===== config.mk =====
export PLATFORM = sky130hd
export DESIGN_NAME = sv_uart_rx
export DESIGN_NICKNAME = d
export VERILOG_FILES = /design/src/rtl/sv_uart_pkg.sv /design/src/rtl/sv_uart_baud.sv /design/src/rtl/sv_uart_rx.sv
export SDC_FILE = /design/constraint.sdc
export NUM_CORES = 1
export LEC_CHECK = 0
export BUFFER_PORTS_ARGS = -buffer_cell sky130_fd_sc_hd__buf_4
export CELL_PAD_IN_SITES_DETAIL_PLACEMENT = 1
export CELL_PAD_IN_SITES_GLOBAL_PLACEMENT = 1
export CORE_MARGIN = 5
export CORE_UTILIZATION = 40
export CTS_CLUSTER_DIAMETER = 200
export DETAILED_ROUTE_END_ITERATION = 8
export GPL_ROUTABILITY_DRIVEN = 1
export PLACE_DENSITY = 0.86
export SETUP_SLACK_MARGIN = 0.3
export SLEW_MARGIN = 20
export SYNTH_ARGS = -nofsm -noshare
export SYNTH_HDL_FRONTEND = slang
export SYNTH_HIERARCHICAL = 1
export SYNTH_SLANG_ARGS = --single-unit

===== constraint.sdc =====
create_clock -name iclk -period 3.3 [get_ports iclk]
set_input_delay 0 -clock iclk [delete_from_list [all_inputs] [get_ports iclk]]
set_output_delay 0 -clock iclk [all_outputs]
set_load 0.05 [all_outputs]

===== src/rtl/sv_uart_pkg.sv =====
// Shared UART definitions used by the receiver and the transmitter.
package sv_uart_pkg;
  localparam int UART_DATA_WIDTH = 8;
  localparam int UART_STOP_BITS  = 1;
  localparam int UART_DIV_MIN    = 4;

  typedef enum logic [1:0] {ST_IDLE, ST_START, ST_DATA, ST_STOP} uart_state_e;

  // Dividers below the minimum cannot place a half-period sample point.
  function automatic logic div_ok(input logic [15:0] div);
    return div >= 16'(UART_DIV_MIN);
  endfunction
endpackage


===== src/rtl/sv_uart_baud.sv =====
// Bit-period counter with half- and full-period strobes; shared by rx and tx.
module sv_uart_baud (
  input  logic        clk_i,
  input  logic        rst_i,
  input  logic        clr_i,
  input  logic        en_i,
  input  logic [15:0] div_i,
  output logic        half_o,
  output logic        full_o
);
  logic [15:0] cnt_q, cnt_d;
  logic [15:0] half_thr, full_thr;

  assign half_thr = {1'b0, div_i[15:1]} - 16'd1;
  assign full_thr = div_i - 16'd1;

  // >= rather than == so a divider lowered mid-frame hits at the next compare
  assign half_o = en_i && (cnt_q >= half_thr);
  assign full_o = en_i && (cnt_q >= full_thr);

  always_comb begin
    cnt_d = cnt_q;
    if (clr_i)     cnt_d = '0;
    else if (en_i) cnt_d = cnt_q + 16'd1;
  end

  always_ff @(posedge clk_i) begin
    if (rst_i) cnt_q <= '0;
    else       cnt_q <= cnt_d;
  end
endmodule


===== src/rtl/sv_uart_rx.sv =====
// UART receiver: mid-bit sampling, stop-bit check, AXI-stream output with overrun drop.
module sv_uart_rx
  import sv_uart_pkg::*;
#(
  parameter int DATA_WIDTH = UART_DATA_WIDTH,
  parameter int STOP_BITS  = UART_STOP_BITS
) (
  input  logic                  iclk,
  input  logic                  irst,
  input  logic                  irx,
  input  logic [15:0]           idivider,
  output logic [DATA_WIDTH-1:0] m_axis_tdata,
  output logic                  m_axis_tvalid,
  input  logic                  m_axis_tready,
  output logic                  oframe_err,
  output logic                  ooverrun
);
  localparam int BCW = $clog2(DATA_WIDTH + STOP_BITS + 1);

  uart_state_e           state_q, state_d;
  logic [1:0]            sync_q;
  logic                  prev_q;
  logic                  rx_s;
  logic [BCW-1:0]        bit_cnt_q, bit_cnt_d;
  logic [DATA_WIDTH-1:0] shift_q, shift_d;
  logic                  stop_ok_q, stop_ok_d;
  logic [DATA_WIDTH-1:0] tdata_q, tdata_d;
  logic                  tvalid_q, tvalid_d;
  logic                  ferr_q, ferr_d;
  logic                  ovr_q, ovr_d;
  logic                  baud_clr, baud_en, half_hit, full_hit;
  logic                  deliver, frame_bad, last_ok;

  assign rx_s = sync_q[1];

  sv_uart_baud u_baud (
    .clk_i  (iclk),
    .rst_i  (irst),
    .clr_i  (baud_clr),
    .en_i   (baud_en),
    .div_i  (idivider),
    .half_o (half_hit),
    .full_o (full_hit)
  );

  assign last_ok = stop_ok_q & rx_s;

  always_comb begin
    state_d   = state_q;
    bit_cnt_d = bit_cnt_q;
    shift_d   = shift_q;
    stop_ok_d = stop_ok_q;
    baud_clr  = 1'b0;
    baud_en   = (state_q != ST_IDLE);
    deliver   = 1'b0;
    frame_bad = 1'b0;
    case (state_q)
      ST_IDLE: begin
        // prev_q only rises once the line is high, so a break cannot re-trigger
        if (prev_q && !rx_s) begin
          state_d  = ST_START;
          baud_clr = 1'b1;
        end
      end
      ST_START: begin
        if (half_hit) begin
          baud_clr  = 1'b1;
          bit_cnt_d = '0;
          state_d   = rx_s ? ST_IDLE : ST_DATA;
        end
      end
      ST_DATA: begin
        if (full_hit) begin
          baud_clr = 1'b1;
          shift_d  = DATA_WIDTH'({rx_s, shift_q} >> 1);
          if (bit_cnt_q == BCW'(DATA_WIDTH - 1)) begin
            state_d   = ST_STOP;
            bit_cnt_d = '0;
            stop_ok_d = 1'b1;
          end else begin
            bit_cnt_d = bit_cnt_q + BCW'(1);
          end
        end
      end
      ST_STOP: begin
        if (full_hit) begin
          baud_clr  = 1'b1;
          stop_ok_d = last_ok;
          if (bit_cnt_q == BCW'(STOP_BITS - 1)) begin
            state_d   = ST_IDLE;
            deliver   = last_ok;
            frame_bad = !last_ok;
          end else begin
            bit_cnt_d = bit_cnt_q + BCW'(1);
          end
        end
      end
      default: state_d = ST_IDLE;
    endcase
    if (!div_ok(idivider)) begin
      state_d   = ST_IDLE;
      baud_en   = 1'b0;
      deliver   = 1'b0;
      frame_bad = 1'b0;
    end
  end

  always_comb begin
    tdata_d  = tdata_q;
    tvalid_d = tvalid_q;
    ferr_d   = frame_bad;
    ovr_d    = 1'b0;
    if (tvalid_q && m_axis_tready) tvalid_d = 1'b0;
    if (deliver) begin
      if (!tvalid_q || m_axis_tready) begin
        tdata_d  = shift_q;
        tvalid_d = 1'b1;
      end else begin
        ovr_d = 1'b1;
      end
    end
  end

  always_ff @(posedge iclk) begin
    if (irst) begin
      state_q   <= ST_IDLE;
      sync_q    <= 2'b11;
      prev_q    <= 1'b1;
      bit_cnt_q <= '0;
      shift_q   <= '0;
      stop_ok_q <= 1'b0;
      tdata_q   <= '0;
      tvalid_q  <= 1'b0;
      ferr_q    <= 1'b0;
      ovr_q     <= 1'b0;
    end else begin
      state_q   <= state_d;
      sync_q    <= {sync_q[0], irx};
      prev_q    <= rx_s;
      bit_cnt_q <= bit_cnt_d;
      shift_q   <= shift_d;
      stop_ok_q <= stop_ok_d;
      tdata_q   <= tdata_d;
      tvalid_q  <= tvalid_d;
      ferr_q    <= ferr_d;
      ovr_q     <= ovr_d;
    end
  end

  assign m_axis_tdata  = tdata_q;
  assign m_axis_tvalid = tvalid_q;
  assign oframe_err    = ferr_q;
  assign ooverrun      = ovr_q;
endmodule


==> results.yml <==
status:
  outcome: "finished clean"
place:
  portBuffers: 30
  gp_congestion: 0.852
  placed_area_sq_mm: 0.00379
  place_hpwl_um: 7240
cts:
  cts_buffer_depth: 2
  clock_sinks: 45
  cts_tree: "yes"
  cts_buffers: 5
  cts_max_level: 2
  path_clk_slew_ns: 0.08
  clk_latency_ns: 0.30
  root_buffer: "clkbuf_8"
critical_path:
  crit_fanout: 8
  reg2reg_slack_ns: 0.52
  crit_path_start_kind: "input port"
  rr_startpoint: "state_q[0]"
  cp_data_arrival_time_ns: 3.37
  crit_start: "idivider[5]"
  critPathKind: "input port to register"
  worstReg2RegEnd: "m_axis_tdata[3]"
  cp.required_ns: 3.48
  cp-end-kind: "register"
  r2r_cells: 7
synth:
  avgSynthCellArea_sq_um: 8.20
  yosys_warnings: 6
  seq_area_frac_synth_pct: 28.4
  synthFlopType: "dfxtp_1"
  async_reset_ff_share_pct: 0
  syn-num-nets: 444
  ys_ff_latch: 45
  synth_edf_count: 0
  syn-instance-count: 387
  synth_cell_type_count: 48
  synth_area_sq_mm: 0.00317
routing:
  drt_iter0_drc: 75
  vias: 3110
  final_antenna_net_count: 0
  via_per_inst: 5.58
  routed_wl_um: 9890
  drc: 0
  wire_per_inst_um: 17.8
  first_pass_iters: 4
grt:
  first_global_vias: 3307
  grt_overflow: 0
  antenna_found_initial: 0
  track_usage_pct: 19.5
  grt_pass1_wl_um: 15800
  grt_max_degree: 29
pwr:
  pwr-share-seq_pct: 51.2
  power_uw: 1080
  p_sw_uw: 283
  peakVddDrop_v: 0.000341
  power_density_mw_per_mm2: 256
  p_clk_share_pct: 33.1
  leakage_uw: 0.00161
  power_switching_share_pct: 26.3
  internal_power_uw: 794
  comb_power_share_pct: 15.7
final_layout:
  diodes: 0
  final_cell_area_sq_mm: 0.00420
  final_nets: 511
  final_core_util_pct: 54.4
  syn2layout_area_growth_pct: 32.3
  drive_above_1_share_pct: 32.1
run:
  drv_cap: 0
sta:
  setup_viol: 0
  rsz0062_at_grt: "yes"
  relSlewSlack_pct: 55.9
  period_minus_slack_ns: 3.18
  fmax_mhz: 314
  hold_slack_ns: 0.0552
  hold_violations: 0
  tns_ns: 0
  worst_pin_slew_ns: 0.661
  fin_skew_ns: 0.00627
  period_share_pct: 96.5
  drv_slew: 0
die:
  die-area_sq_mm: 0.00982
  io-pin-count: 31
  rows: 32
  die_y_um: 99.1
  core_area_sq_mm: 0.00773
  initial_core_util_pct: 41.1
  die_w_um: 99.1
hold_path:
  holdCritStartpoint: "irst"
  hold_path_depth: 2
  whs_endpoint: "bit_cnt_q[1]"
  hold_path.class: "input port to register"
-- what timing repair did --
| action | CTS | global route |
|---|---|---|
| gates cloned | 1 | 1 |
| buffers inserted | 2 | 7 |
| setup endpoints to repair | 36 | 41 |
| pin swaps | 12 | 24 |
| resized for setup | 18 | 41 |
| endpoints found under the hold margin | 1 | 0 |
| hold buffers | 1 | 0 |
-- cells by family after synthesis --
| group | synth area share, % |
|---|---|
| AO/OA/AOI/OAI | 13.4 |
| XOR/XNOR | 10.5 |
| adder cells (fa/ha/maj) | 14.6 |
| buffers and inverters | 3.59 |
| flip-flops | 28.4 |
| multiplexers | 0.631 |
| AND/OR/NAND/NOR | 29.0 |
-- cell type report --
cell class,count,area (sq um)
Fill cell,937,3530
Multi-Input combinational cell,317,2430
Sequential cell,45,901
Timing Repair Buffer,75,607
Tap cell,102,128
Clock buffer,6,82.6
Inverter,10,42.5
Clock inverter,2,13.8
-- routing by layer --
metal | track usage (%) | vias to the layer above | share of wire (%)
li1 | - | 1530 | -
met1 | 22.8 | 1518 | 41
met2 | 36.8 | 49 | 54
met3 | 2.83 | 13 | 2.7
met4 | 5.25 | 0 | 1.6
met5 | 0 | - | 0
-- power groups by stage --
stage	Sequential, uW	Clock (uW)	Combinational (uW)
2_1_floorplan	561	0	81.7
3_3_place_gp	563	0	141
3_5_place_dp	563	0	149
4_1_cts	551	367	157
5_1_grt	552	391	186
6_report	552	356	169
-- synthesized netlist by cell type (all sizes together) (2+ instances only) --
cell type | n | share of area, %
dfxtp | 45 | 28
nand2 | 38 | 4.5
ha | 37 | 15
nor2 | 35 | 4.1
a21oi | 34 | 5.4
nand4 | 21 | 4.1
xnor2 | 21 | 5.8
o21ai | 18 | 3.0
xor2 | 17 | 4.7
nor3 | 14 | 2.4
clkbuf | 13 | 1.5
nand3 | 11 | 2.0
inv | 10 | 1.2
or3 | 9 | 2.0
nor4 | 6 | 1.7
or2 | 6 | 1.2
or4 | 5 | 1.2
a21o | 4 | 0.95
nand2b | 4 | 0.79
a211oi | 3 | 0.71
and2 | 3 | 0.59
and4 | 3 | 0.83
buf | 3 | 0.87
nor2b | 3 | 0.59
a211o | 2 | 0.55
a221oi | 2 | 0.55
and3 | 2 | 0.39
mux2i | 2 | 0.63
nand3b | 2 | 0.47
o21bai | 2 | 0.47
o22ai | 2 | 0.39
o41a | 2 | 0.71
-- placed cells by master, fill, tap and decap left out, types with 5 or more instances in the layout --
| cell | instances |
|---|---|
| nand2_1 | 36 |
| o21ai_0 | 9 |
| nor3_1 | 10 |
| xnor2_1 | 21 |
| nand4_1 | 21 |
| o21ai_2 | 7 |
| nor2_1 | 26 |
| buf_4 | 64 |
| nor2_2 | 5 |
| a21oi_2 | 7 |
| nand3_1 | 9 |
| dfxtp_1 | 45 |
| or3_4 | 5 |
| a21oi_1 | 27 |
| ha_1 | 35 |
| xor2_1 | 17 |
| inv_1 | 8 |
| clkbuf_8 | 6 |
| buf_6 | 9 |
| or2_2 | 5 |
-- metrics by stage --
step           instances  worst slack [ns]
6_report             557             0.116
5_1_grt              557           -0.0430
4_1_cts              549             0.223
3_5_place_dp         537            -0.269
3_3_place_gp         537           -0.0738
2_1_floorplan        387             0.117
-- how the worst max path moves through the flow --
stage | end | cells after the start | slack, ns
5_1_grt | m_axis_tdata[3] | 14 | -0.04
2_1_floorplan | m_axis_tdata[6] | 14 | 0.12
3_3_place_gp | m_axis_tdata[4] | 14 | -0.07
4_1_cts | m_axis_tdata[3] | 15 | 0.22
3_5_place_dp | m_axis_tdata[3] | 14 | -0.27
6_report | m_axis_tdata[3] | 15 | 0.12
-- registers in the layout (all words and copies together) (netlist names), named ones only --
| register | cells |
|---|---|
| sync_q | 2 |
| shift_q | 8 |
| state_q | 1 |
| ooverrun | 1 |
| u_baud/cnt_q | 16 |
| m_axis_tdata | 8 |
| oframe_err | 1 |
| stop_ok_q | 1 |
| bit_cnt_q | 4 |
| prev_q | 1 |
| m_axis_tvalid | 1 |
-- critical path: stages --
cell and delay [ns]:
buf_4 0.13, nor3_2 0.27, nand4_1 0.27, buf_4 0.22
nor2_1 0.12, xnor2_1 0.11, ha_1 0.32, nand4_1 0.16
or3_4 0.40, a221oi_2 0.17, o41a_1 0.21, nand2_2 0.09
or4b_4 0.63, o21ai_2 0.18, a21oi_2 0.08
Power figures use the tool's default switching activity.
